==> src/rtl/wm8731_pkg.sv <==
// Types and constants shared by the WM8731 capture and playback paths.
package wm8731_pkg;

  localparam int SAMPLE_BITS = 16;
  localparam int FRAME_BITS  = 2 * SAMPLE_BITS;

  typedef logic signed [SAMPLE_BITS-1:0] sample_t;

  typedef enum logic [1:0] {
    IDLE,
    LEFT,
    RIGHT
  } rx_state_t;

endpackage

==> src/rtl/wm8731_adc_receiver_if.sv <==
// Codec-side serial pins plus the decoded stereo sample outputs of the ADC receiver.
interface wm8731_adc_receiver_if #(
  parameter int DATA_WIDTH = 16
);

  logic                  bclk;
  logic                  adc_lr_ck;
  logic                  adc_dat;
  logic [DATA_WIDTH-1:0] adc_left;
  logic [DATA_WIDTH-1:0] adc_right;
  logic                  adc_valid;
  logic                  sync_err;

  // master: the codec side driving the serial pins and observing samples
  modport master (
    output bclk, adc_lr_ck, adc_dat,
    input  adc_left, adc_right, adc_valid, sync_err
  );

  modport slave (
    input  bclk, adc_lr_ck, adc_dat,
    output adc_left, adc_right, adc_valid, sync_err
  );

endinterface

==> src/rtl/wm8731_adc_receiver_bit_sync.sv <==
// Oversampling synchroniser for BCLK/ADCLRC/ADCDAT with a registered BCLK rising-edge pulse.
module bit_sync #(
  parameter int SYNC_STAGES = 2
) (
  input  logic clk,
  input  logic reset_n,
  input  logic bclk,
  input  logic adc_lr_ck,
  input  logic adc_dat,
  output logic rise,
  output logic lrc_s,
  output logic dat_s
);

  logic [SYNC_STAGES-1:0] bclk_sync;
  logic [SYNC_STAGES-1:0] lrc_sync;
  logic [SYNC_STAGES-1:0] dat_sync;
  logic                   bclk_prev;

  // lrc_s/dat_s take one extra flop so they line up with the registered rise pulse
  always_ff @(posedge clk or negedge reset_n) begin
    if (!reset_n) begin
      bclk_sync <= '0;
      lrc_sync  <= '0;
      dat_sync  <= '0;
      bclk_prev <= 1'b0;
      rise      <= 1'b0;
      lrc_s     <= 1'b0;
      dat_s     <= 1'b0;
    end else begin
      bclk_sync <= (bclk_sync << 1) | SYNC_STAGES'(bclk);
      lrc_sync  <= (lrc_sync << 1)  | SYNC_STAGES'(adc_lr_ck);
      dat_sync  <= (dat_sync << 1)  | SYNC_STAGES'(adc_dat);
      bclk_prev <= bclk_sync[SYNC_STAGES-1];
      rise      <= bclk_sync[SYNC_STAGES-1] & ~bclk_prev;
      lrc_s     <= lrc_sync[SYNC_STAGES-1];
      dat_s     <= dat_sync[SYNC_STAGES-1];
    end
  end

endmodule

==> src/rtl/wm8731_adc_receiver.sv <==
// WM8731 ADC capture in DSP mode A: deserialises ADCDAT into stereo samples, one strobe per frame.
module wm8731_adc_receiver
  import wm8731_pkg::*;
#(
  parameter int DATA_WIDTH  = 16,
  parameter int SYNC_STAGES = 2
) (
  input  logic               clk,
  input  logic               reset_n,
  wm8731_adc_receiver_if.slave bus
);

  localparam int                CNT_W    = $clog2(DATA_WIDTH);
  localparam logic [CNT_W-1:0]  LAST_BIT = CNT_W'(DATA_WIDTH - 1);

  logic                  rise;
  logic                  lrc_s;
  logic                  dat_s;
  rx_state_t             state;
  logic [CNT_W-1:0]      cnt;
  logic [DATA_WIDTH-1:0] left_sr;
  logic [DATA_WIDTH-1:0] right_sr;
  logic [DATA_WIDTH-1:0] left_q;
  logic [DATA_WIDTH-1:0] right_q;
  logic                  valid_q;
  logic                  err_q;

  bit_sync #(
    .SYNC_STAGES (SYNC_STAGES)
  ) u_bit_sync (
    .clk       (clk),
    .reset_n   (reset_n),
    .bclk      (bus.bclk),
    .adc_lr_ck (bus.adc_lr_ck),
    .adc_dat   (bus.adc_dat),
    .rise      (rise),
    .lrc_s     (lrc_s),
    .dat_s     (dat_s)
  );

  always_ff @(posedge clk or negedge reset_n) begin
    if (!reset_n) begin
      state    <= IDLE;
      cnt      <= '0;
      left_sr  <= '0;
      right_sr <= '0;
      left_q   <= '0;
      right_q  <= '0;
      valid_q  <= 1'b0;
      err_q    <= 1'b0;
    end else begin
      valid_q <= 1'b0;
      err_q   <= 1'b0;
      if (rise) begin
        case (state)
          IDLE: begin
            // the marker bit carries no data in DSP mode A
            if (lrc_s) begin
              state <= LEFT;
              cnt   <= '0;
            end
          end
          LEFT: begin
            if (lrc_s) begin
              err_q    <= 1'b1;
              cnt      <= '0;
              left_sr  <= '0;
              right_sr <= '0;
            end else begin
              left_sr <= {left_sr[DATA_WIDTH-2:0], dat_s};
              if (cnt == LAST_BIT) begin
                state <= RIGHT;
                cnt   <= '0;
              end else begin
                cnt <= cnt + 1'b1;
              end
            end
          end
          RIGHT: begin
            if (lrc_s && (cnt != LAST_BIT)) begin
              err_q    <= 1'b1;
              state    <= LEFT;
              cnt      <= '0;
              left_sr  <= '0;
              right_sr <= '0;
            end else begin
              right_sr <= {right_sr[DATA_WIDTH-2:0], dat_s};
              if (cnt == LAST_BIT) begin
                // a marker on the right LSB starts the next frame back-to-back
                left_q  <= left_sr;
                right_q <= {right_sr[DATA_WIDTH-2:0], dat_s};
                valid_q <= 1'b1;
                state   <= lrc_s ? LEFT : IDLE;
                cnt     <= '0;
              end else begin
                cnt <= cnt + 1'b1;
              end
            end
          end
          default: begin
            state <= IDLE;
            cnt   <= '0;
          end
        endcase
      end
    end
  end

  assign bus.adc_left  = left_q;
  assign bus.adc_right = right_q;
  assign bus.adc_valid = valid_q;
  assign bus.sync_err  = err_q;

endmodule

==> src/flat_wrapper.sv <==
// flat-port wrapper written by rule: the top's interface ports become plain ports
module wm8731_adc_receiver_flat import wm8731_pkg::*;
#(
  parameter int DATA_WIDTH  = 16,
  parameter int SYNC_STAGES = 2
)
  (clk, reset_n, bus_bclk, bus_adc_lr_ck, bus_adc_dat, bus_adc_left, bus_adc_right, bus_adc_valid, bus_sync_err);
  wm8731_adc_receiver_if #(.DATA_WIDTH(DATA_WIDTH)) bus_i ();
  input  logic clk;
  input  logic reset_n;
  input wire logic [$bits(bus_i.bclk)-1:0] bus_bclk;
  input wire logic [$bits(bus_i.adc_lr_ck)-1:0] bus_adc_lr_ck;
  input wire logic [$bits(bus_i.adc_dat)-1:0] bus_adc_dat;
  output wire logic [$bits(bus_i.adc_left)-1:0] bus_adc_left;
  output wire logic [$bits(bus_i.adc_right)-1:0] bus_adc_right;
  output wire logic [$bits(bus_i.adc_valid)-1:0] bus_adc_valid;
  output wire logic [$bits(bus_i.sync_err)-1:0] bus_sync_err;
  assign bus_i.bclk = bus_bclk;
  assign bus_i.adc_lr_ck = bus_adc_lr_ck;
  assign bus_i.adc_dat = bus_adc_dat;
  assign bus_adc_left = bus_i.adc_left;
  assign bus_adc_right = bus_i.adc_right;
  assign bus_adc_valid = bus_i.adc_valid;
  assign bus_sync_err = bus_i.sync_err;
  wm8731_adc_receiver #(.DATA_WIDTH(DATA_WIDTH), .SYNC_STAGES(SYNC_STAGES)) u_core (.clk(clk), .reset_n(reset_n), .bus(bus_i));
endmodule
==> config.mk <==
export PLATFORM = sky130hd
export DESIGN_NAME = wm8731_adc_receiver_flat
export DESIGN_NICKNAME = d
export VERILOG_FILES = /design/src/rtl/wm8731_pkg.sv /design/src/rtl/wm8731_adc_receiver_if.sv /design/src/rtl/wm8731_adc_receiver_bit_sync.sv /design/src/rtl/wm8731_adc_receiver.sv /design/src/flat_wrapper.sv
export SDC_FILE = /design/constraint.sdc
export NUM_CORES = 1
export LEC_CHECK = 0
export ABC_AREA = 1
export CORE_ASPECT_RATIO = 0.75
export CORE_MARGIN = 2
export CORE_UTILIZATION = 30
export CTS_CLUSTER_DIAMETER = 60
export DETAILED_ROUTE_END_ITERATION = 7
export SYNTH_ARGS = -nofsm -noshare
export SYNTH_HDL_FRONTEND = slang
export SYNTH_SLANG_ARGS = --single-unit
==> constraint.sdc <==
create_clock -name clk -period 1.85 [get_ports clk]
set_input_delay 0.555 -clock clk [delete_from_list [all_inputs] [get_ports clk]]
set_output_delay 0.555 -clock clk [all_outputs]
set_load 0.02 [all_outputs]
# Yosys cells after proc, flatten, opt, wreduce, memory -nomap -nowiden
# Cells that the tools add are included.
# op_classes
n_mux	26
n_eq_ne	10
n_addsub	1
bitwise_logic	6
n_reduce_logical	8
# ops
cell	n
$mux W16	2
$pmux W16 S2	1
$mux W15	2
$pmux W15 S2	1
$mux W4	4
$pmux W4 S3	1
$mux W2	5
$mux W1	8
$ne A2 B2 Y1 const B	3
$or A2 B1 Y2	3
$pmux W2 S3	1
$reduce_and A3 Y1	2
$reduce_and A5 Y1	1
$add A4 B1 Y4 const B	1
$eq A4 B4 Y1 const B	1
$ne A2 B1 Y1 const B	2
$ne A4 B4 Y1 const B	1
$reduce_and A4 Y1	1
$ne A3 B1 Y1 const B	1
$eq A2 B1 Y1 const B	1
$eq A2 B2 Y1 const B	1
$logic_not A2 Y1	1
$not A1 Y1	2
$pmux W1 S2	1
4 further kinds	4
# word_totals
word_cells	66
ff_bits	81
out_inout_bits	34

# Longest topological paths before layout
# Gate-level depths: netlist of the first run.
# logic_depth
word_depth	5
ltp_mapped	9

# Hierarchy
# Synthesis of the first run repeated with hierarchy kept, for this count alone.
# hier_totals
hier_cells	390
hier_area_um2	3473.3
# by_module_without_submodules
mod	cells_each	seq_area_each_um2	area_per_inst_um2	n_inst
wm8731_adc_receiver	378	1776.7	3213.1	1
bit_sync	12	250.2	260.2	1

# Worst setup path after synthesis of the first run
# OpenSTA, ideal clock, no wires.
# synth_path
kind	register to register
start	register u_core.state[0]
end	register u_core.right_q[10] (netlist: u_core.bus.adc_right[10])
arrival_ns	1.395
stages_incl_launch_ff	9
path_slack_ns	0.331
cell_sequence	dfrtp_1 -> inv_1 -> ha_1 -> buf_4 -> nand2_2 -> nor2_1 -> buf_4 -> buf_2 -> a21oi_1
# synth_between
elab_chain_cells	2
# synth_rtl
item	line_no	source
start, declared	wm8731_adc_receiver.sv:19	rx_state_t state;
start signal, assigned	wm8731_adc_receiver.sv:93	state <= lrc_s ? LEFT : IDLE;
$eq A2 B2 Y1	wm8731_adc_receiver.sv:55	case (state)
$reduce_and A4 Y1 (no line)	-	
end signal, assigned	wm8731_adc_receiver.sv:91	right_q <= {right_sr[DATA_WIDTH-2:0], dat_s};
end, declared	wm8731_adc_receiver.sv:24	logic [DATA_WIDTH-1:0] right_q;
# No other way between the ends.
# A chain may end at the register's enable or synchronous reset.

# Final worst setup path of the first run
# layout_path
start	register u_core.err_q (netlist: u_core.bus.sync_err)
end	output port bus_sync_err
# layout_lines
item	line_no	source
start, declared	wm8731_adc_receiver.sv:26	logic err_q;
start signal, assigned	wm8731_adc_receiver.sv:50	err_q <= 1'b0;
start signal, assigned	wm8731_adc_receiver.sv:53	err_q <= 1'b0;
start signal, assigned	wm8731_adc_receiver.sv:65	err_q <= 1'b1;
end, declared	flat_wrapper.sv:17	output wire logic [$bits(bus_i.sync_err)-1:0] bus_sync_err;
# No word-level cell between the ends.

==> flow_summary.json, run 1 <==
{
  "min_path_type": "in2async",
  "antenna_cells": 0,
  "drive_above_1_share_pct": 8.72,
  "synth.yosys.seq_area_share_pct": 62.9,
  "endpoint_kind": "output port",
  "max_stage_delay_ps": 600,
  "die_area_um2": 11600,
  "firstDrtPassIters": 4,
  "crit_fanout": 1,
  "worst-setup-path-type": "reg2out",
  "worst_slew_pin_slew_ps": 426,
  "place_hpwl_um": 4150,
  "setup_viol": 0,
  "status": "complete, no violations",
  "first_iter_violations": 156,
  "grt_pass1_wl_um": 10900,
  "core-area_um2": 10400,
  "clock.fmax_mhz": 554,
  "synth_top_area_cell": "dfrtp_1",
  "clock_path_buffers": 2,
  "via_per_inst": 4.43,
  "setup_tns_ps": 0,
  "crit_family": "buffers and inverters",
  "max-slew-margin-rel_pct": 71.6,
  "ys_warn_count": 0,
  "finalHoldViolations": 0,
  "cap_violations": 0,
  "route.detailed.drc": 0,
  "period_needed_ps": 1800,
  "synth_fp_nets": 353,
  "synth_top_area_share_pct": 62.9,
  "syn_area_um2": 3220,
  "grt_start_max_net_pins": 82,
  "cts_tree": "built",
  "area.sequential_um2": 2030,
  "finalCritPeriodShare_pct": 97.5,
  "cts_root_buf": "clkbuf_16",
  "power.total_uw": 4400,
  "antenna_left": 0,
  "grt_overflow": 0,
  "cts_made_buffers": 9,
  "path_cells": "clkdlybuf4s50_1",
  "io_buffers": 38,
  "ys_ff_latch": 81,
  "ir_worst_vdd_mv": 0.512,
  "fillers": 1028,
  "cp_slowest_cell": "clkdlybuf4s50_1",
  "powerDensity_nw_per_um2": 1070,
  "start_util_pct": 31.1,
  "clk-insertion-delay-late_ps": 330,
  "cts_max_level": 3,
  "cts_setup_buffers": 0,
  "hold_slack_ps": 236,
  "fin_nets": 395,
  "avgRoutedWirePerCell_um": 12.0,
  "skew_ps": 5.10,
  "syn_avg_cell_area_um2": 9.40,
  "globalRouteTotalUtil_pct": 12.3,
  "path_clk_slew_ps": 60,
  "rows": 32,
  "required_ps": 1290,
  "die_y_um": 93.8,
  "antenna_found_initial": 0,
  "ioPinCount": 39,
  "synth.area.top_cells": "dfrtp_1 63%, nand2_1 12%, o21ai_0 3.3%, inv_1 3.1%, o22ai_1 2.9%",
  "slew_viol_final": 0,
  "vias": 2332,
  "die_x_um": 124,
  "gp_congestion": 0.781,
  "grt_pass1_vias": 2398,
  "post-place-ws_ps": 227,
  "rsz0062_at_grt": "false",
  "critPathBufInv": 1,
  "power.leakage_uw": 0.00222,
  "synthDistinctLibCells": 20,
  "setup_slack_ps": 45.7,
  "cp_data_arrival_time_ps": 1250,
  "drt-total-wl_um": 6290,
  "crit_path_start_kind": "flop",
  "clock-sinks": 81,
  "multiInputGateArea_um2": 1010,
  "syn_to_final_growth_pct": 28.1,
  "syn_inst": 343
}
-- metal layers --
layer | routed length [µm] | track usage [%]
met1 | 3060 | 15.1
met2 | 2940 | 20.0
met3 | 229 | 4.07
met4 | 56 | 5.02
met5 | 0 | 0
-- power breakdown --
group / switching [µW] / internal, µW / total, µW / leakage [µW]
clock: 678 / 1220 / 1890 / 0.000159
combinational: 392 / 192 / 584 / 0.000959
sequential: 68.1 / 1850 / 1920 / 0.00111
-- final cells by class --
type,count,area share [%]
Multi-Input combinational cell,217,24.4
Clock inverter,5,1.91
Sequential cell,81,49.1
Timing Repair Buffer,48,12.1
Tap cell,136,4.12
Inverter,28,2.54
Clock buffer,11,5.88
-- synthesized netlist by cell type, drive strengths merged --
master    n
nand3     6
and2      1
o22ai    15
clkbuf    3
ha        5
dfrtp    81
nor2     25
buf      14
nand2   106
inv      28
o21ai    37
nand4     2
a21oi    20
-- state kept, by name, indices dropped and copies added, names as in the netlist, 2 cells and up --
name and cells:
u_core.left_sr 16, u_core.state 2, u_core.u_bit_sync.lrc_sync 2, u_core.right_sr 15, u_core.bus.adc_left 16, u_core.u_bit_sync.dat_sync 2
u_core.cnt 4, u_core.u_bit_sync.bclk_sync 2, u_core.bus.adc_right 16
-- through the flow --
stage / instances / cell area (µm²) / utilization (%)
finish: 526 / 4130 / 39.8
floorplan: 343 / 3220 / -
detailed placement: 510 / 3800 / 36.6
CTS: 526 / 4100 / 39.5
global route: 526 / 4130 / 39.8
global placement: 510 / 3800 / 36.6
-- cell usage in the layout, fill, tap and decap left out, drive strengths merged --
cell type      count
a21oi             20
and2               1
buf               11
bufinv             2
clkbuf            11
clkdlybuf4s50      5
clkinv             3
dfrtp             81
dlygate4sd2       19
dlymetal6s2s      13
ha                 5
inv               28
nand2            106
nand3              6
nand4              2
nor2              25
o21ai             37
o22ai             15
-- cells by family after synthesis --
group,after synthesis,share of synthesized area [%]
simple gates,140,17.1
compound gates,72,12.0
flops,81,62.9
buf+inv,45,6.13
fa+ha+maj,5,1.94
-- final timing paths --
check                      depth (start not counted)  slack [ps]                                       to                                     from
setup / recovery                                   1          50                             bus_sync_err            u_core.bus.sync_err$_DFF_PN0_
min in group clk                                   0         350  u_core.u_bit_sync.dat_sync[1]$_DFF_PN0_  u_core.u_bit_sync.dat_sync[0]$_DFF_PN0_
setup reg to reg                                   8         220           u_core.left_sr[11]$_DFFE_PN0P_              u_core.state[0]$_DFFE_PN0P_
hold reg to reg                                    0         350  u_core.u_bit_sync.dat_sync[1]$_DFF_PN0_  u_core.u_bit_sync.dat_sync[0]$_DFF_PN0_
hold / removal                                     2         240      u_core.bus.adc_right[3]$_DFFE_PN0P_                                  reset_n
max in group asynchronous                          2        1270      u_core.bus.adc_left[13]$_DFFE_PN0P_                                  reset_n
-- timing repair --
item / 4_1_cts / 5_1_grt
resized for setup: 19 / 13
hold buffers: 0 / 0
setup endpoints to repair: 19 / 13
(Power assumes the default switching activity.)
==> run 2: changes to the inputs <==
--- a/config.mk
+++ b/config.mk
@@ -11,6 +11,8 @@
 export CORE_UTILIZATION = 30
 export CTS_CLUSTER_DIAMETER = 60
 export DETAILED_ROUTE_END_ITERATION = 7
+export SKIP_LAST_GASP = 1
 export SYNTH_ARGS = -nofsm -noshare
 export SYNTH_HDL_FRONTEND = slang
 export SYNTH_SLANG_ARGS = --single-unit
+export TNS_END_PERCENT = 100
==> results of run 2 <==
No change in the layout: final DEF, timing and power equal those of run 1.
